[config.mk]
export PLATFORM = sky130hd
export DESIGN_NAME = fifo_drain_fsm
export DESIGN_NICKNAME = d
export VERILOG_FILES = /design/src/rtl/fifo_drain_fsm.sv
export SDC_FILE = /design/constraint.sdc
export NUM_CORES = 1
export LEC_CHECK = 0
export BUFFER_PORTS_ARGS = -buffer_cell sky130_fd_sc_hd__buf_2
export CAP_MARGIN = 5
export CORE_ASPECT_RATIO = 0.8
export CORE_MARGIN = 5
export CORE_UTILIZATION = 33
export CTS_BUF_LIST = sky130_fd_sc_hd__clkbuf_8 sky130_fd_sc_hd__clkbuf_16
export DETAILED_ROUTE_END_ITERATION = 8
export HOLD_SLACK_MARGIN = 0.06
export PLACE_DENSITY_LB_ADDON = 0.08
export SYNTH_ARGS = -nofsm -noshare
export SYNTH_HDL_FRONTEND = slang
export SYNTH_SLANG_ARGS = --single-unit
[constraint.sdc]
create_clock -name clk -period 4 [get_ports clk]
set_input_delay 0.8 -clock clk [delete_from_list [all_inputs] [get_ports clk]]
set_output_delay 0.8 -clock clk [all_outputs]
set_load 0.005 [all_outputs]
[src/rtl/fifo_drain_fsm.sv]
// -----------------------------------------------------------------------------
// fifo_drain_fsm
//
// Read-side controller for the shared 8-bit FIFO. It starts reading once the
// FIFO holds START_LEVEL words and stops once it has drained to STOP_LEVEL, so
// the read side works in bursts rather than chasing every word. The FIFO has a
// one-cycle read latency. Each returning word lands in a 2-entry output
// buffer, which feeds a valid/ready downstream port.
//
// Optional build macro: FIFO_DRAIN_CHECK_EN
//   When defined, every landed word is compared against EXPECT_DATA. Mismatches
//   set a sticky data_err flag and bump a saturating err_count. When undefined,
//   both outputs are tied low and no compare logic exists.
//
// Ports:
//   clk         in   system clock, rising edge
//   rst         in   asynchronous, active-high reset
//   fifo_words  in   FIFO occupancy (CNT_W bits), updated on the rd_en edge
//   rd_en       out  FIFO read strobe; fifo_data is valid one cycle later
//   fifo_data   in   FIFO read data (DATA_W bits)
//   out_data    out  head of the output buffer (DATA_W bits)
//   out_valid   out  output buffer non-empty
//   out_ready   in   downstream accept; pop = out_valid && out_ready
//   reading     out  high while in the READING state
//   rd_total    out  count of landed words, wraps at 2^16
//   data_err    out  sticky data mismatch flag
//   err_count   out  saturating data mismatch count
// -----------------------------------------------------------------------------
module fifo_drain_fsm #(
  parameter int                DATA_W      = 8,
  parameter int                CNT_W       = 4,
  parameter int                START_LEVEL = 4,
  parameter int                STOP_LEVEL  = 1,
  parameter logic [DATA_W-1:0] EXPECT_DATA = 8'hAA
) (
  input  logic              clk,
  input  logic              rst,
  input  logic [CNT_W-1:0]  fifo_words,
  output logic              rd_en,
  input  logic [DATA_W-1:0] fifo_data,
  output logic [DATA_W-1:0] out_data,
  output logic              out_valid,
  input  logic              out_ready,
  output logic              reading,
  output logic [15:0]       rd_total,
  output logic              data_err,
  output logic [7:0]        err_count
);

  localparam logic [1:0] ST_STOPPED       = 2'd0;
  localparam logic [1:0] ST_WAIT_TO_START = 2'd1;
  localparam logic [1:0] ST_READING       = 2'd2;
  localparam logic [1:0] ST_WAIT_TO_STOP  = 2'd3;

  localparam logic [CNT_W-1:0] START_WORDS = CNT_W'(START_LEVEL);
  localparam logic [CNT_W-1:0] STOP_WORDS  = CNT_W'(STOP_LEVEL);

  logic [1:0]        state_reg, state_next;
  logic              inflight_reg;
  logic [1:0]        buf_count_reg, buf_count_next;
  logic [DATA_W-1:0] buf_reg  [2];
  logic [DATA_W-1:0] buf_next [2];
  logic [15:0]       rd_total_reg;

  logic       pop;
  logic       land;
  logic [2:0] pending;
  logic       can_issue;
  logic [1:0] wr_idx;

  assign out_valid = (buf_count_reg != 2'd0);
  assign pop       = out_valid && out_ready;
  assign land      = inflight_reg;

  // Words that will occupy the buffer after this edge if no new read is
  // issued: what is stored, plus the word already on its way, minus the pop.
  // A new read is only allowed if that still leaves room for its word.
  assign pending   = {1'b0, buf_count_reg} + {2'b00, inflight_reg} - {2'b00, pop};
  assign can_issue = (fifo_words != '0) && (pending < 3'd2);

  assign rd_en   = (state_reg == ST_READING) && can_issue;
  assign reading = (state_reg == ST_READING);

  // --------------------------------------------------------------------------
  // Start/stop hysteresis
  // --------------------------------------------------------------------------
  always_comb begin
    state_next = state_reg;
    case (state_reg)
      ST_STOPPED:       if (fifo_words >= START_WORDS) state_next = ST_WAIT_TO_START;
      ST_WAIT_TO_START: state_next = ST_READING;
      ST_READING:       if (fifo_words <= STOP_WORDS) state_next = ST_WAIT_TO_STOP;
      ST_WAIT_TO_STOP:  state_next = ST_STOPPED;
      default:          state_next = ST_STOPPED;
    endcase
  end

  // --------------------------------------------------------------------------
  // Output buffer: slot 0 is always the head. A pop shifts slot 1 into slot 0.
  // A landing word goes to the first free slot after that shift, so when a
  // land and a pop happen together it lands behind the surviving entry, or at
  // the head if there was only one entry.
  // --------------------------------------------------------------------------
  assign wr_idx = buf_count_reg - {1'b0, pop};

  always_comb begin
    buf_count_next = buf_count_reg + {1'b0, land} - {1'b0, pop};
    for (int i = 0; i < 2; i++) begin
      buf_next[i] = pop ? buf_reg[1] : buf_reg[i];
      if (land && (wr_idx == 2'(i))) begin
        buf_next[i] = fifo_data;
      end
    end
  end

  always_ff @(posedge clk or posedge rst) begin
    if (rst) begin
      state_reg     <= ST_STOPPED;
      inflight_reg  <= 1'b0;
      buf_count_reg <= 2'd0;
      rd_total_reg  <= 16'd0;
      for (int i = 0; i < 2; i++) begin
        buf_reg[i] <= '0;
      end
    end else begin
      state_reg     <= state_next;
      inflight_reg  <= rd_en;
      buf_count_reg <= buf_count_next;
      for (int i = 0; i < 2; i++) begin
        buf_reg[i] <= buf_next[i];
      end
      if (land) begin
        rd_total_reg <= rd_total_reg + 16'd1;
      end
    end
  end

  assign out_data = buf_reg[0];
  assign rd_total = rd_total_reg;

  // --------------------------------------------------------------------------
  // Optional landed-data checker
  // --------------------------------------------------------------------------
`ifdef FIFO_DRAIN_CHECK_EN
  logic       data_err_reg;
  logic [7:0] err_count_reg;

  always_ff @(posedge clk or posedge rst) begin
    if (rst) begin
      data_err_reg  <= 1'b0;
      err_count_reg <= 8'd0;
    end else if (land && (fifo_data != EXPECT_DATA)) begin
      data_err_reg <= 1'b1;
      if (err_count_reg != 8'hFF) begin
        err_count_reg <= err_count_reg + 8'd1;
      end
    end
  end

  assign data_err  = data_err_reg;
  assign err_count = err_count_reg;
`else
  // The reference word only matters when the checker is built.
  logic unused_expect;
  assign unused_expect = ^EXPECT_DATA;

  assign data_err  = 1'b0;
  assign err_count = 8'd0;
`endif

endmodule

## Yosys cells after proc, flatten, opt, wreduce, memory -nomap -nowiden

Cells that the tools add are included.

| operators by class | value |
|---|---|
| add/sub/neg operators | 6 |
| $mul | 0 |
| divide/modulo/power cells | 0 |
| magnitude comparators | 3 |
| eq/ne operators | 6 |
| shift operators | 0 |
| mux-type cells | 5 |
| bitwise operators | 0 |
| reduce and logical (&&, ||, !) cells | 11 |

Operator list:

| operator | count |
|---|---|
| $add 16x1->16 const B | 1 |
| $mux 8 | 2 |
| $pmux 2 s4 | 1 |
| $logic_and 1x1->1 | 5 |
| $eq 2x1->1 const B | 2 |
| $eq 2x2->1 const B | 2 |
| $ge 4x3->1 const B | 1 |
| $le 4x1->1 const B | 1 |
| $logic_not 2->1 | 2 |
| $mux 2 | 2 |
| $reduce_bool 2->1 | 2 |
| $reduce_bool 4->1 | 1 |
| $sub 2x1->2 | 2 |
| $add 2x1->3 | 1 |
| $lt 3x2->1 const B | 1 |
| $sub 3x1->3 | 1 |
| $add 2x1->2 | 1 |
| $ne 2x1->1 const B | 1 |
| $ne 2x2->1 const B | 1 |
| $reduce_and 2->1 | 1 |

| storage, ports and cells | value |
|---|---|
| bits in registers | 37 |
| latch bits | 0 |
| memory bits (writable) | 0 |
| memory bits (read-only) | 0 |
| bits of input ports | 15 |
| output and inout bits | 36 |
| word-level logic and storage cells | 37 |
| memories | 0 |

## Longest topological paths before layout

| logic depth | value |
|---|---|
| depth in word-level cells | 6 |
| mapped depth | 9 |
| mapped depth without buffers | 8 |

## Worst setup path before layout

OpenSTA, ideal clock, no wires.

| path | value |
|---|---|
| path type | input to output |
| from | input out_ready |
| to | output rd_en |
| arrival | 2.505 ns |
| required time | 3.200 ns |
| path slack | 0.695 ns |
| cell stages on the path | 8 |
| path buffers | 0 |
| cell sequence | o21ai_2 -> clkinv_1 -> ha_1 -> inv_1 -> ha_1 -> fa_1 -> xor2_1 -> o2111a_1 |

| between the ends | value |
|---|---|
| longest elaborated chain between the ends | 5 |

Ends and longest elaborated chain:

| element | line | RTL |
|---|---|---|
| from (decl) | 43 | `input logic out_ready,` |
| $logic_and 1x1->1 | 72 | `assign pop = out_valid && out_ready;` |
| $sub 3x1->3 | 78 | `assign pending = {1'b0, buf_count_reg} + {2'b00, inflight_reg} - {2'b00, pop};` |
| $lt 3x2->1 | 79 | `assign can_issue = (fifo_words != '0) && (pending < 3'd2);` |
| $logic_and 1x1->1 | 79 |  |
| $logic_and 1x1->1 | 81 | `assign rd_en = (state_reg == ST_READING) && can_issue;` |
| to (decl) | 39 | `output logic rd_en,` |

No other way between the ends.

## Worst setup path in the final report

Same ends and word-level chain as after synthesis.

==> flow_summary.json <==
{
  "rsz0062_at_grt": "no",
  "synth_xor_area_share_pct": 7.60,
  "largest_reg_flops": 16,
  "routed-wl-met2_mm": 1.64,
  "hold_depth": 1,
  "clock_sinks": 37,
  "synthSimpleGateAreaFrac_pct": 16.0,
  "core_area_sq_mm": 0.00544,
  "wirelength_mm": 3.64,
  "fin_area_sq_mm": 0.00214,
  "crit_required_ns": 3.20,
  "grtUsageTotal_pct": 11.1,
  "timing.critical_path.buf_inv": 4,
  "relSlewSlack_pct": 59.9,
  "synth_top_family_by_area": "simple AND/OR/NAND/NOR gates",
  "place.gp.congestion": 0.750,
  "synth.distinct_cells": 28,
  "crit_fanout": 9,
  "synth_area_per_cell_sq_um": 11.1,
  "ff2ff_path_depth": 8,
  "end_kind": "output port",
  "p_leak_nw": 1.13,
  "dr.max_layer_used": "met4",
  "min_from": "rd_total[15]",
  "cp_top_family": "adder cells",
  "status": "finished, final reports clean",
  "yosys.area.top_type": "dfrtp_1",
  "path_depth": 10,
  "syn_to_final_growth_pct": 15.9,
  "drcViolationCount": 0,
  "worst_skew_pair.late_latency_ns": 0.28,
  "first_iter_violations": 27,
  "max-cap-violations": 0,
  "num-fill-cells": 553,
  "cts_tree": "yes",
  "finClkSkew_ns": 0.00352,
  "fmax_mhz": 284,
  "hold_violations": 0,
  "htreeDepth": 2,
  "slowest_stage": "ha_1",
  "io_buffers": 41,
  "dp_hpwl_mm": 2.73,
  "antenna_cells": 0,
  "synth_top_cell_area_share_pct": 50.2,
  "cp_slowest_stage_delay_ns": 0.38,
  "arrival_ns": 2.72,
  "hp-class": "reg -> reg",
  "gr-total-overflow": 0,
  "period_needed_ns": 3.52,
  "nets": 228,
  "vdd_drop_max_v": 0.000289,
  "setup-tns-final_ns": 0,
  "io_pins": 51,
  "worst_slew_pin_slew_ns": 0.599,
  "met3_length_um": 236,
  "seqCellArea_sq_um": 926,
  "cts.clk_slew.worst_paths_ns": 0.07,
  "drt-met1-wl_mm": 1.69,
  "first_pass_iters": 4,
  "seq_area_frac_synth_pct": 50.2,
  "post_cts_buffers": 0,
  "crit_path_start_kind": "primary input",
  "power_density_mw_per_mm2": 586,
  "grt_antenna_before_repair": 0,
  "drtAntennaViolNets": 0,
  "critPathKind": "in -> out",
  "syn_inst": 166,
  "grt_pass1_vias": 1316,
  "ctsResizeCount": 0,
  "grt_pass1_wl_mm": 6.27,
  "via_count": 1249,
  "drive_above_1_share_pct": 31.2,
  "reg2reg_from": "buf_count_reg[1]",
  "wire_per_inst_um": 12.9,
  "syn_area_sq_mm": 0.00184,
  "die_y_um": 76.9,
  "die_w_um": 93.6,
  "yosys_warnings": 0,
  "finalSetupViolCount": 0,
  "synth_compound_area_share_pct": 4.61,
  "drv_slew": 0,
  "synthAdderAreaFrac_pct": 5.83,
  "ys_ff_latch": 37,
  "placed_area_sq_mm": 0.00205,
  "cts-root-buf": "clkbuf_8",
  "synthMuxAreaShare_pct": 6.11,
  "min_period_over_period_pct": 88.0,
  "crit_start": "out_ready",
  "cts-buffers-inserted": 5,
  "grt_max_degree": 38,
  "synthTopCellsByArea": "dfrtp_1 (50%), buf_4 (7.3%), mux2_2 (6.1%), xor2_1 (5.7%), nand2_1 (5.1%)",
  "clockBufferDepth": 2,
  "start_util_pct": 33.9,
  "holdBufCountCts": 0,
  "vias_per_cell": 4.41,
  "rows": 24,
  "crit_chain": "buf_2, o21ai_2, clkinv_1, ha_1, inv_1, ha_1, fa_1, xor2_1, o2111a_1, buf_2",
  "die_area_sq_mm": 0.00719,
  "multi_input_area_sq_um": 774
}
## Yosys cell counts
cell type  count
nor3b_4        1
nor4_2         1
mux2_2        10
ha_1           7
conb_1         1
buf_2          1
nand2_1       25
fa_1           1
a31oi_1        8
o2111a_1       1
nand4_1        4
and3_1         1
inv_1          8
nor3_1         3
a21oi_1        1
nor4_1         3
clkinv_1       1
nor3b_1        1
o21ai_2        1
nand3b_1       1
buf_4         18
nor2_1        11
xor2_1        12
or3_1          1
dfrtp_1       37
nand4_4        2
o32a_1         1
xnor2_1        4
## power by group
| part | internal, mW | total [mW] | switching [mW] |
|---|---|---|---|
| clock network | 0.134 | 0.258 | 0.124 |
| logic | 0.211 | 0.417 | 0.206 |
| registers | 0.486 | 0.578 | 0.0918 |
## per-layer routing
metal | vias up | track usage (%)
met3 | 8 | 3.52
met1 | 593 | 13.7
li1 | 612 | -
met2 | 36 | 17.8
met5 | - | 0
met4 | 0 | 4.76
## logic make-up (layout without fill, tap and decap cells)
group / Yosys count / count (layout)
and+or+nand+nor: 54 / 54
DFF: 37 / 37
xor gates and xnor gates: 16 / 16
adders and majority gates: 8 / 8
muxes: 10 / 10
buffers and inverters: 28 / 59
other: 1 / 9
AOI/OAI and AO/OA: 12 / 12
## placed cells by master, fill, tap and decap left out, drive strengths merged, types with 4 or more instances in the layout
cell | synthesis | routed
buf | 19 | 43
dfrtp | 37 | 37
nand2 | 25 | 25
xor2 | 12 | 12
nor2 | 11 | 11
mux2 | 10 | 10
inv | 8 | 9
conb | 1 | 9
a31oi | 8 | 8
ha | 7 | 7
clkbuf | 0 | 6
nand4 | 6 | 6
xnor2 | 4 | 4
nor4 | 4 | 4
## worst reg2reg max path, cell delays in order (launching register included)
cell,delay [ns]
dfrtp_1,0.41
o21ai_2,0.35
clkinv_1,0.16
ha_1,0.20
inv_1,0.10
ha_1,0.27
nand3b_1,0.52
nor2_1,0.28
a31oi_1,0.06
## per-stage QoR
stage,hold WS (ns),utilization (%),worst slack [ns],power [mW],cells
6_report,0.467,39.3,0.481,1.25,283
5_1_grt,0.505,39.3,0.239,1.36,283
4_1_cts,0.467,39.3,0.464,1.28,283
3_5_place_dp,0.457,37.8,0.457,1.01,276
3_3_place_gp,0.455,37.8,0.514,0.986,276
2_1_floorplan,0.465,-,0.695,0.910,174
## final cells by class
class | instances | share of cell area, %
clock buffers | 6 | 3.86
well taps | 78 | 4.56
multi-input cells | 109 | 36.2
clock inverters | 1 | 0.176
repair buffers | 43 | 10.3
flip-flops and latches | 37 | 43.3
inverters | 9 | 1.58
## final timing paths
| check | to | slack, ns |
|---|---|---|
| max in group asynchronous | state_reg[1] | 3.05 |
| max reg2reg | out_data[4] | 1.51 |
| min reg2reg | rd_total[15] | 0.47 |
| min | rd_total[15] | 0.47 |
| min in group asynchronous | inflight_reg | 0.62 |
| max | rd_en | 0.48 |
Power figures use the tool's default switching activity.
